File: src/rtl/complex_mult_fx_seq_if.sv
// Operand/result handshake bundle for complex_mult_fx_seq.
// master drives operands and out_ack; slave (the multiplier) drives in_ack and the result.
interface complex_mult_fx_seq_if #(
    parameter int WIDTH = 16
);
    logic signed [WIDTH-1:0] a_re;
    logic signed [WIDTH-1:0] a_im;
    logic signed [WIDTH-1:0] b_re;
    logic signed [WIDTH-1:0] b_im;
    logic                    conj_b;
    logic                    in_stb;
    logic                    in_ack;
    logic signed [WIDTH-1:0] z_re;
    logic signed [WIDTH-1:0] z_im;
    logic                    ovf;
    logic                    out_stb;
    logic                    out_ack;

    modport master (
        output a_re, a_im, b_re, b_im, conj_b, in_stb, out_ack,
        input  in_ack, z_re, z_im, ovf, out_stb
    );

    modport slave (
        input  a_re, a_im, b_re, b_im, conj_b, in_stb, out_ack,
        output in_ack, z_re, z_im, ovf, out_stb
    );
endinterface

File: src/rtl/complex_mult_fx_seq.sv
// Sequential fixed-point complex multiplier, z = a*b or a*conj(b), one shared multiplier.
// CMUL_SAT_EN: overflowing result parts saturate instead of wrapping.
//
//   state | meaning
//   GET   | in_ack high, waiting for an operand set
//   MUL   | four partial products accumulated, cnt 0..3
//   SUM   | round, scale, range-check, register result
//   PUT   | out_stb high, result held until out_ack
module complex_mult_fx_seq #(
    parameter int WIDTH = 16,
    parameter int FRAC  = 8
) (
    input  logic                   clk,
    input  logic                   rst,
    complex_mult_fx_seq_if.slave   bus
);
    localparam int PW     = 2 * WIDTH;
    localparam int AW     = 2 * WIDTH + 1;
    localparam int RW     = AW + 1;
    localparam int RND_SH = (FRAC > 0) ? FRAC - 1 : 0;
    localparam logic signed [RW-1:0] RND = (FRAC > 0) ? (RW'(1) << RND_SH) : '0;
    localparam logic [WIDTH-1:0] Z_MAX = {1'b0, {(WIDTH-1){1'b1}}};
    localparam logic [WIDTH-1:0] Z_MIN = {1'b1, {(WIDTH-1){1'b0}}};

    typedef enum logic [1:0] {GET, MUL, SUM, PUT} state_t;

    state_t                  state;
    logic [1:0]              cnt;
    logic signed [WIDTH-1:0] ar, ai, br, bi;
    logic                    cj;
    logic signed [AW-1:0]    acc_re, acc_im;

    logic signed [WIDTH-1:0] mul_x, mul_y;
    logic signed [PW-1:0]    prod;
    logic signed [AW-1:0]    prod_ext;
    logic signed [RW-1:0]    r_re, r_im;
    logic                    fit_re, fit_im;
    logic [WIDTH-1:0]        zn_re, zn_im;

    // Partial product order: ar*br, ai*bi, ar*bi, ai*br
    always_comb begin
        mul_x = ar;
        mul_y = br;
        case (cnt)
            2'd1:    begin mul_x = ai; mul_y = bi; end
            2'd2:    begin mul_x = ar; mul_y = bi; end
            2'd3:    begin mul_x = ai; mul_y = br; end
            default: begin mul_x = ar; mul_y = br; end
        endcase
    end

    assign prod     = PW'(mul_x) * PW'(mul_y);
    assign prod_ext = AW'(prod);

    always_comb begin
        r_re   = (RW'(acc_re) + RND) >>> FRAC;
        r_im   = (RW'(acc_im) + RND) >>> FRAC;
        // A part fits when everything above the result sign bit is sign extension
        fit_re = (&r_re[RW-1:WIDTH-1]) | ~(|r_re[RW-1:WIDTH-1]);
        fit_im = (&r_im[RW-1:WIDTH-1]) | ~(|r_im[RW-1:WIDTH-1]);
`ifdef CMUL_SAT_EN
        zn_re  = fit_re ? r_re[WIDTH-1:0] : (r_re[RW-1] ? Z_MIN : Z_MAX);
        zn_im  = fit_im ? r_im[WIDTH-1:0] : (r_im[RW-1] ? Z_MIN : Z_MAX);
`else
        zn_re  = r_re[WIDTH-1:0];
        zn_im  = r_im[WIDTH-1:0];
`endif
    end

    always_ff @(posedge clk or negedge rst) begin
        if (!rst) begin
            state       <= GET;
            cnt         <= '0;
            ar          <= '0;
            ai          <= '0;
            br          <= '0;
            bi          <= '0;
            cj          <= 1'b0;
            acc_re      <= '0;
            acc_im      <= '0;
            bus.in_ack  <= 1'b0;
            bus.out_stb <= 1'b0;
            bus.z_re    <= '0;
            bus.z_im    <= '0;
            bus.ovf     <= 1'b0;
        end else begin
            case (state)
                GET: begin
                    if (bus.in_stb && bus.in_ack) begin
                        ar         <= bus.a_re;
                        ai         <= bus.a_im;
                        br         <= bus.b_re;
                        bi         <= bus.b_im;
                        cj         <= bus.conj_b;
                        acc_re     <= '0;
                        acc_im     <= '0;
                        cnt        <= '0;
                        bus.in_ack <= 1'b0;
                        state      <= MUL;
                    end else begin
                        bus.in_ack <= 1'b1;
                    end
                end
                MUL: begin
                    case (cnt)
                        2'd0:    acc_re <= acc_re + prod_ext;
                        2'd1:    acc_re <= cj ? acc_re + prod_ext : acc_re - prod_ext;
                        2'd2:    acc_im <= cj ? acc_im - prod_ext : acc_im + prod_ext;
                        default: acc_im <= acc_im + prod_ext;
                    endcase
                    cnt <= cnt + 2'd1;
                    if (cnt == 2'd3)
                        state <= SUM;
                end
                SUM: begin
                    bus.z_re    <= zn_re;
                    bus.z_im    <= zn_im;
                    bus.ovf     <= ~(fit_re & fit_im);
                    bus.out_stb <= 1'b1;
                    state       <= PUT;
                end
                PUT: begin
                    if (bus.out_ack) begin
                        bus.out_stb <= 1'b0;
                        state       <= GET;
                    end
                end
                default: state <= GET;
            endcase
        end
    end
endmodule

File: src/flat_wrapper.sv
// flat-port wrapper written by rule: the top's interface ports become plain ports
module complex_mult_fx_seq_flat 
#(
    parameter int WIDTH = 16,
    parameter int FRAC  = 8
)
  (clk, rst, bus_a_re, bus_a_im, bus_b_re, bus_b_im, bus_conj_b, bus_in_stb, bus_out_ack, bus_in_ack, bus_z_re, bus_z_im, bus_ovf, bus_out_stb);
  complex_mult_fx_seq_if #(.WIDTH(WIDTH)) bus_i ();
  input  logic clk;
  input  logic rst;
  input wire logic [$bits(bus_i.a_re)-1:0] bus_a_re;
  input wire logic [$bits(bus_i.a_im)-1:0] bus_a_im;
  input wire logic [$bits(bus_i.b_re)-1:0] bus_b_re;
  input wire logic [$bits(bus_i.b_im)-1:0] bus_b_im;
  input wire logic [$bits(bus_i.conj_b)-1:0] bus_conj_b;
  input wire logic [$bits(bus_i.in_stb)-1:0] bus_in_stb;
  input wire logic [$bits(bus_i.out_ack)-1:0] bus_out_ack;
  output wire logic [$bits(bus_i.in_ack)-1:0] bus_in_ack;
  output wire logic [$bits(bus_i.z_re)-1:0] bus_z_re;
  output wire logic [$bits(bus_i.z_im)-1:0] bus_z_im;
  output wire logic [$bits(bus_i.ovf)-1:0] bus_ovf;
  output wire logic [$bits(bus_i.out_stb)-1:0] bus_out_stb;
  assign bus_i.a_re = bus_a_re;
  assign bus_i.a_im = bus_a_im;
  assign bus_i.b_re = bus_b_re;
  assign bus_i.b_im = bus_b_im;
  assign bus_i.conj_b = bus_conj_b;
  assign bus_i.in_stb = bus_in_stb;
  assign bus_i.out_ack = bus_out_ack;
  assign bus_in_ack = bus_i.in_ack;
  assign bus_z_re = bus_i.z_re;
  assign bus_z_im = bus_i.z_im;
  assign bus_ovf = bus_i.ovf;
  assign bus_out_stb = bus_i.out_stb;
  complex_mult_fx_seq #(.WIDTH(WIDTH), .FRAC(FRAC)) u_core (.clk(clk), .rst(rst), .bus(bus_i));
endmodule
File: config.mk
export PLATFORM = sky130hd
export DESIGN_NAME = complex_mult_fx_seq_flat
export DESIGN_NICKNAME = d
export VERILOG_FILES = /design/src/rtl/complex_mult_fx_seq_if.sv /design/src/rtl/complex_mult_fx_seq.sv /design/src/flat_wrapper.sv
export SDC_FILE = /design/constraint.sdc
export NUM_CORES = 1
export LEC_CHECK = 0
export CAP_MARGIN = 10
export CORE_UTILIZATION = 64
export DETAILED_ROUTE_END_ITERATION = 10
export HOLD_SLACK_MARGIN = 0.12
export MAX_ROUTING_LAYER = met4
export PLACE_DENSITY = 0.84
export SYNTH_ARGS = -nofsm -noshare
export SYNTH_HDL_FRONTEND = slang
export SYNTH_SLANG_ARGS = --single-unit
File: constraint.sdc
create_clock -name clk -period 12.5 [get_ports clk]
set_input_delay 2.5 -clock clk [delete_from_list [all_inputs] [get_ports clk]]
set_output_delay 2.5 -clock clk [all_outputs]
set_load 0.02 [all_outputs]
==> out/metrics.cfg <==
[worst_setup_path]
worstPathMaxFanout=27
cp-end-kind=flip-flop
worst-setup-path-type=flip-flop to flip-flop
critPathMaxStageDelay_ns=0.97
required_ns=12.91
arrival_ns=11.52
worst_path_max_delay_cell=mux2i_1
r2r_start=u_core.cnt[1]
path_buf_inv=6
startpoint=u_core.cnt[1]
startpoint_type=flip-flop
cpLargestDelayFamily=adder cells

[synth]
synthArstFlopShare_pct=100
synth_ff_type=dfrtp_1
yosysTopAreaCell=fa_1
synth.most_common_cell=inv_1
yosys.cell_types.count=85
synth-xor-area-share_pct=4.98
synth_edf_count=0
synthAdderAreaFrac_pct=34.0
synth.mux.area_fraction_pct=5.95
yosys-top-cells-count=389 x inv_1, 295 x nor2_1, 266 x fa_1
synth-seq-area-share_pct=17.8
postSynthAreaPerCell_sq_um=8.80
syn_area_sq_um=23800
synth_top_family_by_area=adder cells
syn_inst=2709
ys_warn_count=0
yosysTopAreaCellShare_pct=22.3
yosys.area_share.simple_pct=13.8
synth_compound_area_share_pct=15.8
synth_top_cells_by_area=fa_1 22%, dfrtp_1 18%, ha_1 12%
syn_nets=3266
ys_ff_latch=170

[floorplanning]
start_util_pct=65.1
fp.dieH_um=195
dieArea_sq_um=38000
io-pin-count=104
die_w_um=195
num_rows=70
core-area_sq_um=36600

[clocking]
cts-hold-fix-buffers=0
cts_tree=yes
cts_resized=0
cts_inserted_buffers=17
root_buffer=clkbuf_16
cts_setup_buffers=0
clock_latency_ns=0.47
htreeDepth=4
cts.sinks=170
cts.clk_slew.worst_paths_ns=0.08
cts_buffer_depth=2

[run_status]
status=completed

[timing]
slew_violations=0
hold_viol_final=0
tightest_slew_ns=1.21
post-route-period-util_pct=88.9
fin_skew_ns=0.0164
slew_headroom_pct=17.1
fin_crit_ns=11.11
setup_tns_ns=0
fmax_mhz=90.0
grt_setup_unrepaired=false
setup_viol=0

[final_layout]
diodes=0
area_delta_synth_final_pct=8.47
multi_input_area_sq_um=17800
fill_cells=2840
ff_latch_area_sq_um=4250
layout.cells.non_filler=3242
layout-drive-gt1-share_pct=6.63
nets=3318

[routing]
routedWlPerCell_um=20.5
firstDrtPassIters=6
drt_wl_total_mm=66.6
drc=0
vias=20079
routed_via_density=6.19
drt_iter0_drc=1779
ant_nets=0

[global_route]
grt_pass1_vias=20115
grt_pass1_wl_mm=107
overflow=0
grt_max_degree=67
grtUsageTotal_pct=37.0
antenna_found_initial=0

[flow_run]
drv_cap=0

[place]
globalplace.congestion=0.966
io_buffers=103
placedCellCount=3210
hpwl_mm=52.5

[hold_path]
holdCritStartpoint=u_core.bus.z_im[0]
hold_path.class=flip-flop to flip-flop

==> kinds of logic after synthesis <==
group,Yosys count
AO/OA/AOI/OAI,567
XOR/XNOR,134
adder cells (fa/ha/maj),488
buffers and inverters,486
flip-flops,170
multiplexers,130
AND/OR/NAND/NOR,734
==> worst paths after layout <==
check	cells past startpoint	slack (ns)	to
max in group asynchronous	3	8.49	u_core.acc_re[32]
setup / recovery	39	1.39	u_core.acc_im[32]
hold / removal	1	0.51	u_core.bus.z_im[0]
setup reg to reg	39	1.39	u_core.acc_im[32]
hold reg to reg	1	0.51	u_core.bus.z_im[0]
min in group asynchronous	1	1.97	u_core.br[6]
==> worst register-to-register path, delay by kind of cell (launching register included) <==
family | cells | cell delay [ns]
adders and majority gates | 9 | 3.99
AOI/OAI and AO/OA | 12 | 2.76
and+or+nand+nor | 9 | 2.12
muxes | 1 | 1.00
buffers and inverters | 6 | 0.43
DFF | 1 | 0.40
xor gates and xnor gates | 2 | 0.37
==> cells in the final DEF, fill, tap and decap left out, types with 15 or more instances in the layout <==
cell,instances
ha_1,221
o21a_1,15
nor2b_1,22
fa_1,266
nor3_1,33
o31ai_1,19
nand2b_1,17
xnor2_1,90
a211oi_1,22
buf_4,27
o21ai_0,101
nor2_1,293
nand3_1,38
a21o_1,48
mux2_2,92
o21bai_1,24
clkbuf_16,17
a22o_1,36
a21oi_1,173
a31oi_1,18
inv_1,389
dfrtp_1,170
mux2i_1,37
xor2_1,43
nand2_1,223
clkdlybuf4s50_1,102
==> layout make-up <==
cell class	instances	share of cell area, %
flip-flops and latches	170	16.5
clock inverters	14	0.440
clock buffers	18	1.66
inverters	389	5.65
repair buffers	130	4.78
multi-input cells	2053	68.8
well taps	468	2.26
==> stage by stage <==
step                worst slack (ns)  utilization, %  instance area (sq um)  hold slack (ns)
floorplan                       2.76               -                  23800            0.478
global placement                1.99            69.1                  25300            0.488
detailed placement              1.55            69.1                  25300            0.496
CTS                             1.51            70.6                  25900            0.513
global route                   0.846            70.6                  25900            0.522
finish                          1.39            70.6                  25900            0.510
==> sequential cells by signal, indices dropped and copies added, names as in the netlist <==
signal              flops
u_core.acc_im          33
u_core.acc_re          33
u_core.ai              16
u_core.ar              16
u_core.bi              16
u_core.br              16
u_core.bus.in_ack       1
u_core.bus.out_stb      1
u_core.bus.ovf          1
u_core.bus.z_im        16
u_core.bus.z_re        16
u_core.cj               1
u_core.cnt              2
u_core.state            2
==> routing by layer <==
metal | track usage [%] | vias to the layer above | share of wire, %
met5 | - | - | 0
met4 | 13.2 | 0 | 3.1
met3 | 6.30 | 149 | 7.7
met2 | 58.8 | 835 | 48
met1 | 47.8 | 9954 | 41
li1 | - | 9141 | -
Power is not shown: default switching activity piles up to over one toggle a cycle in this logic, so the estimate is an artifact.
